`config.mk`:
```
export PLATFORM = sky130hd
export DESIGN_NAME = trans_dispatcher
export DESIGN_NICKNAME = d
export VERILOG_FILES = /design/src/rtl/trans_dispatcher.sv
export SDC_FILE = /design/constraint.sdc
export NUM_CORES = 1
export LEC_CHECK = 0
export CAP_MARGIN = 20
export CORE_UTILIZATION = 47
export DETAILED_ROUTE_END_ITERATION = 8
export GPL_ROUTABILITY_DRIVEN = 0
export GPL_TIMING_DRIVEN = 0
export PLACE_DENSITY = 0.8
export RECOVER_POWER = 100
export SLEW_MARGIN = 40
export SYNTH_ARGS = -nofsm -noshare
export SYNTH_HDL_FRONTEND = slang
export SYNTH_SLANG_ARGS = --single-unit
```
`constraint.sdc`:
```
create_clock -name clk_i -period 2.8 [get_ports clk_i]
set_clock_uncertainty 0.2 [all_clocks]
set_input_delay 0.28 -clock clk_i [delete_from_list [all_inputs] [get_ports clk_i]]
set_output_delay 0.28 -clock clk_i [all_outputs]
set_load 0.03 [all_outputs]
```
`src/rtl/trans_dispatcher.sv`:
```
// trans_dispatcher: round-robin mutex that serialises requester op-codes onto one
// do_work/op_code/work_done transactor handshake, with issue and timeout counters.
module trans_dispatcher #(
  parameter int N_REQ          = 4,
  parameter int OP_W           = 11,
  parameter int TIMEOUT_CYCLES = 64
) (
  input  logic                  clk_i,
  input  logic                  reset_n_i,
  input  logic [N_REQ-1:0]      req_valid_i,
  input  logic [N_REQ*OP_W-1:0] req_op_code_i,
  output logic [N_REQ-1:0]      req_accept_o,
  output logic [N_REQ-1:0]      req_done_o,
  output logic [N_REQ-1:0]      req_timeout_o,
  output logic                  do_work_o,
  output logic [OP_W-1:0]       op_code_o,
  input  logic                  work_done_i,
  output logic                  busy_o,
  output logic [31:0]           issued_count_o,
  output logic [15:0]           timeout_count_o
);
  localparam int IW = $clog2(N_REQ);
  localparam int TW = $clog2(TIMEOUT_CYCLES);

  typedef enum logic [1:0] {IDLE, WAIT, COMPLETE} state_t;

  state_t            state_q;
  logic [IW-1:0]     ptr_q, win_q, win_d;
  logic [TW-1:0]     timer_q;
  logic [OP_W-1:0]   op_q, op_d;
  logic [N_REQ-1:0]  accept_q, done_q, to_q;
  logic              do_work_q, busy_q, found_d;
  logic [31:0]       issued_q;
  logic [15:0]       tcnt_q;
  logic [IW:0]       idx;

  // first requesting slot at or above the pointer, wrapping past N_REQ-1
  always_comb begin
    found_d = 1'b0;
    win_d   = ptr_q;
    idx     = '0;
    for (int i = 0; i < N_REQ; i++) begin
      idx = {1'b0, ptr_q} + (IW+1)'(i);
      idx = (idx >= (IW+1)'(N_REQ)) ? idx - (IW+1)'(N_REQ) : idx;
      if (!found_d && req_valid_i[idx[IW-1:0]]) begin
        found_d = 1'b1;
        win_d   = idx[IW-1:0];
      end
    end
    op_d = req_op_code_i[int'(win_d)*OP_W +: OP_W];
  end

  always_ff @(posedge clk_i or negedge reset_n_i) begin
    if (!reset_n_i) begin
      state_q   <= IDLE;
      ptr_q     <= '0;
      win_q     <= '0;
      timer_q   <= '0;
      op_q      <= '0;
      accept_q  <= '0;
      done_q    <= '0;
      to_q      <= '0;
      do_work_q <= 1'b0;
      busy_q    <= 1'b0;
      issued_q  <= '0;
      tcnt_q    <= '0;
    end else begin
      accept_q  <= '0;
      done_q    <= '0;
      to_q      <= '0;
      do_work_q <= 1'b0;
      case (state_q)
        IDLE: if (found_d) begin
          win_q     <= win_d;
          op_q      <= op_d;
          accept_q  <= N_REQ'(1) << win_d;
          do_work_q <= 1'b1;
          issued_q  <= issued_q + 32'd1;
          timer_q   <= '0;
          busy_q    <= 1'b1;
          state_q   <= WAIT;
        end
        WAIT: if (work_done_i) begin
          done_q  <= N_REQ'(1) << win_q;
          state_q <= COMPLETE;
        end else if (timer_q == TW'(TIMEOUT_CYCLES-1)) begin
          to_q    <= N_REQ'(1) << win_q;
          tcnt_q  <= (tcnt_q == 16'hFFFF) ? tcnt_q : tcnt_q + 16'd1;
          state_q <= COMPLETE;
        end else begin
          timer_q <= timer_q + TW'(1);
        end
        COMPLETE: begin
          ptr_q   <= (win_q == IW'(N_REQ-1)) ? '0 : win_q + IW'(1);
          busy_q  <= 1'b0;
          state_q <= IDLE;
        end
        default: state_q <= IDLE;
      endcase
    end
  end

  assign req_accept_o    = accept_q;
  assign req_done_o      = done_q;
  assign req_timeout_o   = to_q;
  assign do_work_o       = do_work_q;
  assign op_code_o       = op_q;
  assign busy_o          = busy_q;
  assign issued_count_o  = issued_q;
  assign timeout_count_o = tcnt_q;
endmodule
```
==> flow_metrics.env, run 1 <==
export IMPL_outcome="finished with violations"
export IMPL_violations="max-capacitance violations, max-slew violations"
export IMPL_synth_distinct_cells=50
export IMPL_synth_area_top_cells="dfrtp_1 (52%), mux2i_1 (5.4%), xor2_1 (5.4%), xnor2_1 (4.9%), nand2_1 (3.2%)"
export IMPL_max_freq_ghz=0.397
export IMPL_clock_sinks=85
export IMPL_synth_top_area_share_pct=52.2
export IMPL_ys_seq_area_share_pct=52.2
export IMPL_insertion_delay_ps=350
export IMPL_synth_flop_cell="dfrtp_1"
export IMPL_synth_top_area_cell="dfrtp_1"
export IMPL_postRouteAntennaNets=0
export IMPL_end_kind="flip-flop"
export IMPL_nets=556
export IMPL_vias=3203
export IMPL_cts_made_buffers=9
export IMPL_max_cap_viol_count=1
export IMPL_design_area_sq_um=5630
export IMPL_grt_overflow=0
export IMPL_path_cells="dlygate4sd3_1, and3b_1, or4_4, nand2_4, clkbuf_2, mux2i_1, o221ai_1"
export IMPL_wl_per_cell_microns=14.8
export IMPL_final_cell_mix="dfrtp_1 (85), dlygate4sd3_1 (75), clkdlybuf4s50_1 (48), nand2_1 (35), nor2_1 (26)"
export IMPL_core_sq_um=8300
export IMPL_setup_viol=0
export IMPL_drtIter0Drc=84
export IMPL_fin_crit_sh_pct=90.0
export IMPL_grt_pass1_wl_mm=15.1
export IMPL_multiInputGateArea_sq_um=1780
export IMPL_cp_start_kind="input pin"
export IMPL_start_util_pct=49.1
export IMPL_hold_path_class="reg2reg"
export IMPL_placed_cell_area_sq_um=5460
export IMPL_antenna_found_initial=0
export IMPL_grt_max_degree=57
export IMPL_drt_first_pass_iters=4
export IMPL_syn_avg_cell_area_sq_um=11.2
export IMPL_synth_async_reset_ratio_pct=100
export IMPL_drc_errors=0
export IMPL_cts_tree="yes"
export IMPL_slowest_delay_ps=630
export IMPL_crit_required_ps=2810
export IMPL_pin_count=124
export IMPL_cp_top_family="buffers and inverters"
export IMPL_worstSetupPathType="in2reg"
export IMPL_ctsRootBufferMaster="clkbuf_8"
export IMPL_die_x_microns=95.1
export IMPL_holdBufCountCts=1
export IMPL_postRouteWirelength_mm=8.98
export IMPL_antenna_diode_count=0
export IMPL_worst_slew_pin_slew_ps=1760
export IMPL_crit_slowest_cell="dlygate4sd3_1"
export IMPL_port_buffers=123
export IMPL_synthesis_area_sq_um=4070
export IMPL_yosys_warnings=0
export IMPL_finalHoldViolCount=0
export IMPL_die_h_microns=95.1
export IMPL_maxSlewViolCount=30
export IMPL_rsz0062_at_grt="no"
export IMPL_h_tree_depth=3
export IMPL_cts_setup_buffers=0
export IMPL_layout_commonest_cell="dfrtp_1"
export IMPL_avgViaCountPerCell=5.27
export IMPL_synth_cells=362
export IMPL_grt_util_all_layers_pct=21.7
export IMPL_ff2ff_setup_slack_ps=420
export IMPL_hpwl_mm=6.80
export IMPL_max_slew_margin_pct=-17.2
export IMPL_syn2layout_area_growth_pct=38.4
export IMPL_power_density_nw_per_um2=744
export IMPL_synth_net_count=420
export IMPL_drive_above_1_share_pct=6.36
export IMPL_cts_clk_slew_worst_paths_ps=80
export IMPL_critPathMaxFanout=10
export IMPL_n_fill_cell=643
export IMPL_path_buf_inv=2
export IMPL_cts_resized_gates=0
export IMPL_regArea_sq_um=2130
export IMPL_grt_pass1_vias=3221
export IMPL_power_leakage_nw=2.76
export IMPL_synth_edf_count=0
export IMPL_dieArea_sq_um=9040
export IMPL_synth_seq_cells=85
export IMPL_ir_worst_vdd_mv=0.426
export IMPL_cts_path_max_buffers=2
export IMPL_whs_ps=284
export IMPL_period_minus_slack_ps=2520
export IMPL_worstPathArrival_ps=2530
export IMPL_rows=33
## state kept, by name, indices dropped and copies added (netlist names)
name / flops
state_q: 2
busy_o: 1
req_accept_o: 4
ptr_q: 2
do_work_o: 1
req_done_o: 4
issued_count_o: 32
timer_q: 6
win_q: 2
timeout_count_o: 16
op_code_o: 11
req_timeout_o: 4
## kinds of logic after synthesis
logic type / synth area share (%)
fa+ha+maj: 2.15
flops: 52.2
mux: 6.51
xor+xnor: 10.3
simple gates: 19.4
compound gates: 6.24
buf+inv: 3.10
## area by class of cell
| cell class | instances | share of cell area (%) |
|---|---|---|
| tap | 105 | 2.33 |
| clock inverter | 3 | 1.20 |
| inverter | 10 | 0.666 |
| multi-input combinational | 255 | 31.6 |
| clock buffer | 13 | 2.82 |
| timing repair buffer | 125 | 22.4 |
| buffer | 12 | 1.24 |
| sequential | 85 | 37.8 |
## report_power, final
part,internal [mW],switching [mW],total (mW)
clock network,0.553,0.417,0.970
registers,1.44,0.172,1.61
logic,0.662,0.948,1.61
total,2.66,1.54,4.19
## worst paths after layout
kind                                                start                        endpoint  depth (start not counted)
setup / recovery                           req_valid_i[3]        op_code_o[2]$_DFFE_PN0P_                          7
hold / removal             issued_count_o[31]$_DFFE_PN0P_  issued_count_o[31]$_DFFE_PN0P_                          1
setup reg to reg                     ptr_q[1]$_DFFE_PN0P_        op_code_o[2]$_DFFE_PN0P_                          6
hold reg to reg            issued_count_o[31]$_DFFE_PN0P_  issued_count_o[31]$_DFFE_PN0P_                          1
max in group asynchronous                       reset_n_i  issued_count_o[21]$_DFFE_PN0P_                          2
min in group asynchronous                       reset_n_i  issued_count_o[28]$_DFFE_PN0P_                          2
## cell usage after synthesis, types with 2 or more instances
cell type / instances
a31oi_1: 2
and2_1: 8
and3_1: 15
and4_1: 6
buf_2: 4
buf_4: 3
clkbuf_1: 2
dfrtp_1: 85
ha_1: 7
inv_1: 9
mux2_2: 3
mux2i_1: 22
nand2_1: 35
nand2b_1: 2
nand3_1: 14
nand4_1: 16
nor2_1: 26
nor2b_1: 4
nor3_1: 7
nor4_1: 4
o21ai_0: 4
o221ai_1: 3
o221ai_2: 8
xnor2_1: 23
xor2_1: 25
## stage by stage
stage	power [mW]	worst slack, ps	std cells	TNS [ps]	util, %
after floorplan	2.72	763	362	0	-
after global placement	3.32	-1780	590	-151070	65.5
after detailed placement	3.37	106	591	0	65.8
after CTS	4.35	488	608	0	68.7
after global routing	4.43	191	608	0	67.9
final	4.19	279	608	0	67.9
## metal layers
metal	share of wire [%]	routed length [microns]	GRT usage, %	up-vias
li1	-	-	-	1543
met1	43	3880	27.0	1556
met2	50	4510	36.0	96
met3	5.3	479	5.18	8
met4	1.2	109	9.09	0
met5	0	0	0	-
No activity file was read; power rests on OpenSTA's default activity.
==> inputs of run 2 (changes only) <==
Settings changed: CTS_CLUSTER_DIAMETER set to 100, GPL_ROUTABILITY_DRIVEN 0 to not set, REMOVE_ABC_BUFFERS set to 1.
==> flow_metrics.env, run 2 (synthesis results as in run 1) <==
export IMPL_outcome="finished with violations"
export IMPL_violations="max-capacitance violations, max-slew violations"
export IMPL_ctsRootBufferMaster="clkbuf_8"
export IMPL_fin_tns_setup_ps=0
export IMPL_grt_pass1_wl_mm=14.6
export IMPL_port_buffers=123
export IMPL_h_tree_depth=3
export IMPL_grt_util_all_layers_pct=21.0
export IMPL_finalHoldViolCount=0
export IMPL_rsz0062_at_grt="no"
export IMPL_crit_start="req_valid_i[2]"
export IMPL_n_fill_cell=679
export IMPL_worstPathArrival_ps=2560
export IMPL_insertion_delay_ps=340
export IMPL_drive_above_1_share_pct=5.30
export IMPL_start_util_pct=49.1
export IMPL_vias=3190
export IMPL_die_x_microns=95.1
export IMPL_r2r_end="issued_count_o[27]$_DFFE_PN0P_"
export IMPL_wl_per_cell_microns=15.1
export IMPL_instances_no_fill=596
export IMPL_placed_cell_area_sq_um=5370
export IMPL_power_density_nw_per_um2=747
export IMPL_avgViaCountPerCell=5.35
export IMPL_period_minus_slack_ps=2530
export IMPL_cts_clk_slew_worst_paths_ps=90
export IMPL_end_kind="flip-flop"
export IMPL_cts_made_buffers=9
export IMPL_switchingPower_mw=1.50
export IMPL_dieArea_sq_um=9040
export IMPL_largest_register_ffs=32
export IMPL_clock_sinks=85
export IMPL_crit_required_ps=2830
export IMPL_cts_path_max_buffers=2
export IMPL_cp_start_kind="input pin"
export IMPL_regArea_sq_um=2130
export IMPL_syn2layout_area_growth_pct=36.7
export IMPL_fin_crit_sh_pct=90.4
export IMPL_rows=33
export IMPL_maxSlewViolCount=28
export IMPL_antenna_found_initial=0
export IMPL_die_h_microns=95.1
export IMPL_rr_worst_depth=5
export IMPL_postRouteAntennaNets=0
export IMPL_drt_first_pass_iters=4
export IMPL_routabilityCongestion=0.825
export IMPL_final_util_pct=67.1
export IMPL_ir_worst_vdd_mv=0.596
export IMPL_grt_pass1_vias=3117
export IMPL_layout_commonest_cell="dfrtp_1"
export IMPL_grt_overflow=0
export IMPL_power_leakage_nw=2.73
export IMPL_multiInputGateArea_sq_um=1760
export IMPL_setup_viol=0
export IMPL_rr_startpoint="issued_count_o[2]$_DFFE_PN0P_"
export IMPL_p_comb_share_pct=36.2
export IMPL_pin_count=124
export IMPL_antenna_diode_count=0
export IMPL_design_area_sq_um=5570
export IMPL_hpwl_mm=6.68
export IMPL_worst_slew_pin_slew_ps=1610
export IMPL_intPower_mw=2.66
export IMPL_critPathMaxFanout=20
export IMPL_core_sq_um=8300
export IMPL_seqPwrFrac_pct=38.4
export IMPL_drtIter0Drc=117
export IMPL_ff2ff_setup_slack_ps=490
export IMPL_whs_ps=268
export IMPL_clkPwrFrac_pct=25.4
export IMPL_max_freq_ghz=0.395
export IMPL_postRouteWirelength_mm=9.02
export IMPL_placed_cells=579
export IMPL_grt_max_degree=59
export IMPL_endpoint="issued_count_o[21]$_DFFE_PN0P_"
export IMPL_hold_path_class="reg2reg"
export IMPL_drc_errors=0
export IMPL_worstSetupPathType="in2reg"
export IMPL_max_slew_margin_pct=-7.03
export IMPL_final_cell_mix="dfrtp_1 (85), dlygate4sd3_1 (74), clkdlybuf4s50_1 (49), nand2_1 (34), nor2_1 (26)"
export IMPL_nets=544
export IMPL_max_cap_viol_count=1
export IMPL_sw_frac_of_total_pct=36.1
export IMPL_cts_tree="yes"
-- run 2: worst max-delay path, stage by stage --
cell,delay (ps)
clkdlybuf4s50_1,480
nor4_1,610
or3_4,370
inv_2,200
and3_1,270
and3_1,210
xor2_1,140
-- run 2: repair_timing --
action,CTS,global route
setup endpoints to repair,15,0
hold buffers,1,0
endpoints found under the hold margin,85,0
buffers inserted,0,0
gates resized for setup,2,0
-- run 2: how the worst min path moves through the flow --
| stage | startpoint | endpoint | depth (start not counted) |
|---|---|---|---|
| floorplan | reset_n_i | busy_o$_DFFE_PN0P_ | 0 |
| global placement | issued_count_o[31]$_DFFE_PN0P_ | issued_count_o[31]$_DFFE_PN0P_ | 1 |
| detailed placement | reset_n_i | do_work_o$_DFF_PN0_ | 1 |
| CTS | reset_n_i | issued_count_o[17]$_DFFE_PN0P_ | 2 |
| global route | issued_count_o[31]$_DFFE_PN0P_ | issued_count_o[31]$_DFFE_PN0P_ | 1 |
| finish | issued_count_o[31]$_DFFE_PN0P_ | issued_count_o[31]$_DFFE_PN0P_ | 1 |
-- run 2: per-stage QoR --
step	setup slack, ps	power, mW
2_1_floorplan	643	2.62
3_3_place_gp	-1780	3.19
3_5_place_dp	-686	3.26
4_1_cts	267	4.34
5_1_grt	177	4.38
6_report	270	4.16
-- run 2: final cells by class --
type	count	share of cell area (%)
tap	105	2.36
inverter	10	0.674
multi-input combinational	255	31.6
clock buffer	11	2.54
timing repair buffer	125	22.7
clock inverter	5	1.93
sequential	85	38.2
-- run 2: power by group through the flow --
stage / Clock (mW) / Sequential (mW) / Combinational [mW]
floorplan: 0 / 1.91 / 0.713
global placement: 0 / 1.61 / 1.58
detailed placement: 0 / 1.62 / 1.64
CTS: 1.08 / 1.60 / 1.66
global route: 1.13 / 1.63 / 1.62
finish: 1.06 / 1.60 / 1.51
-- run 2: per-layer routing --
layer | up-vias | track usage [%] | share of wire [%]
met5 | - | 0 | 0
met2 | 85 | 35.7 | 52
met4 | 0 | 9.85 | 2.7
met1 | 1555 | 25.9 | 42
met3 | 21 | 3.67 | 3.2
li1 | 1529 | - | -
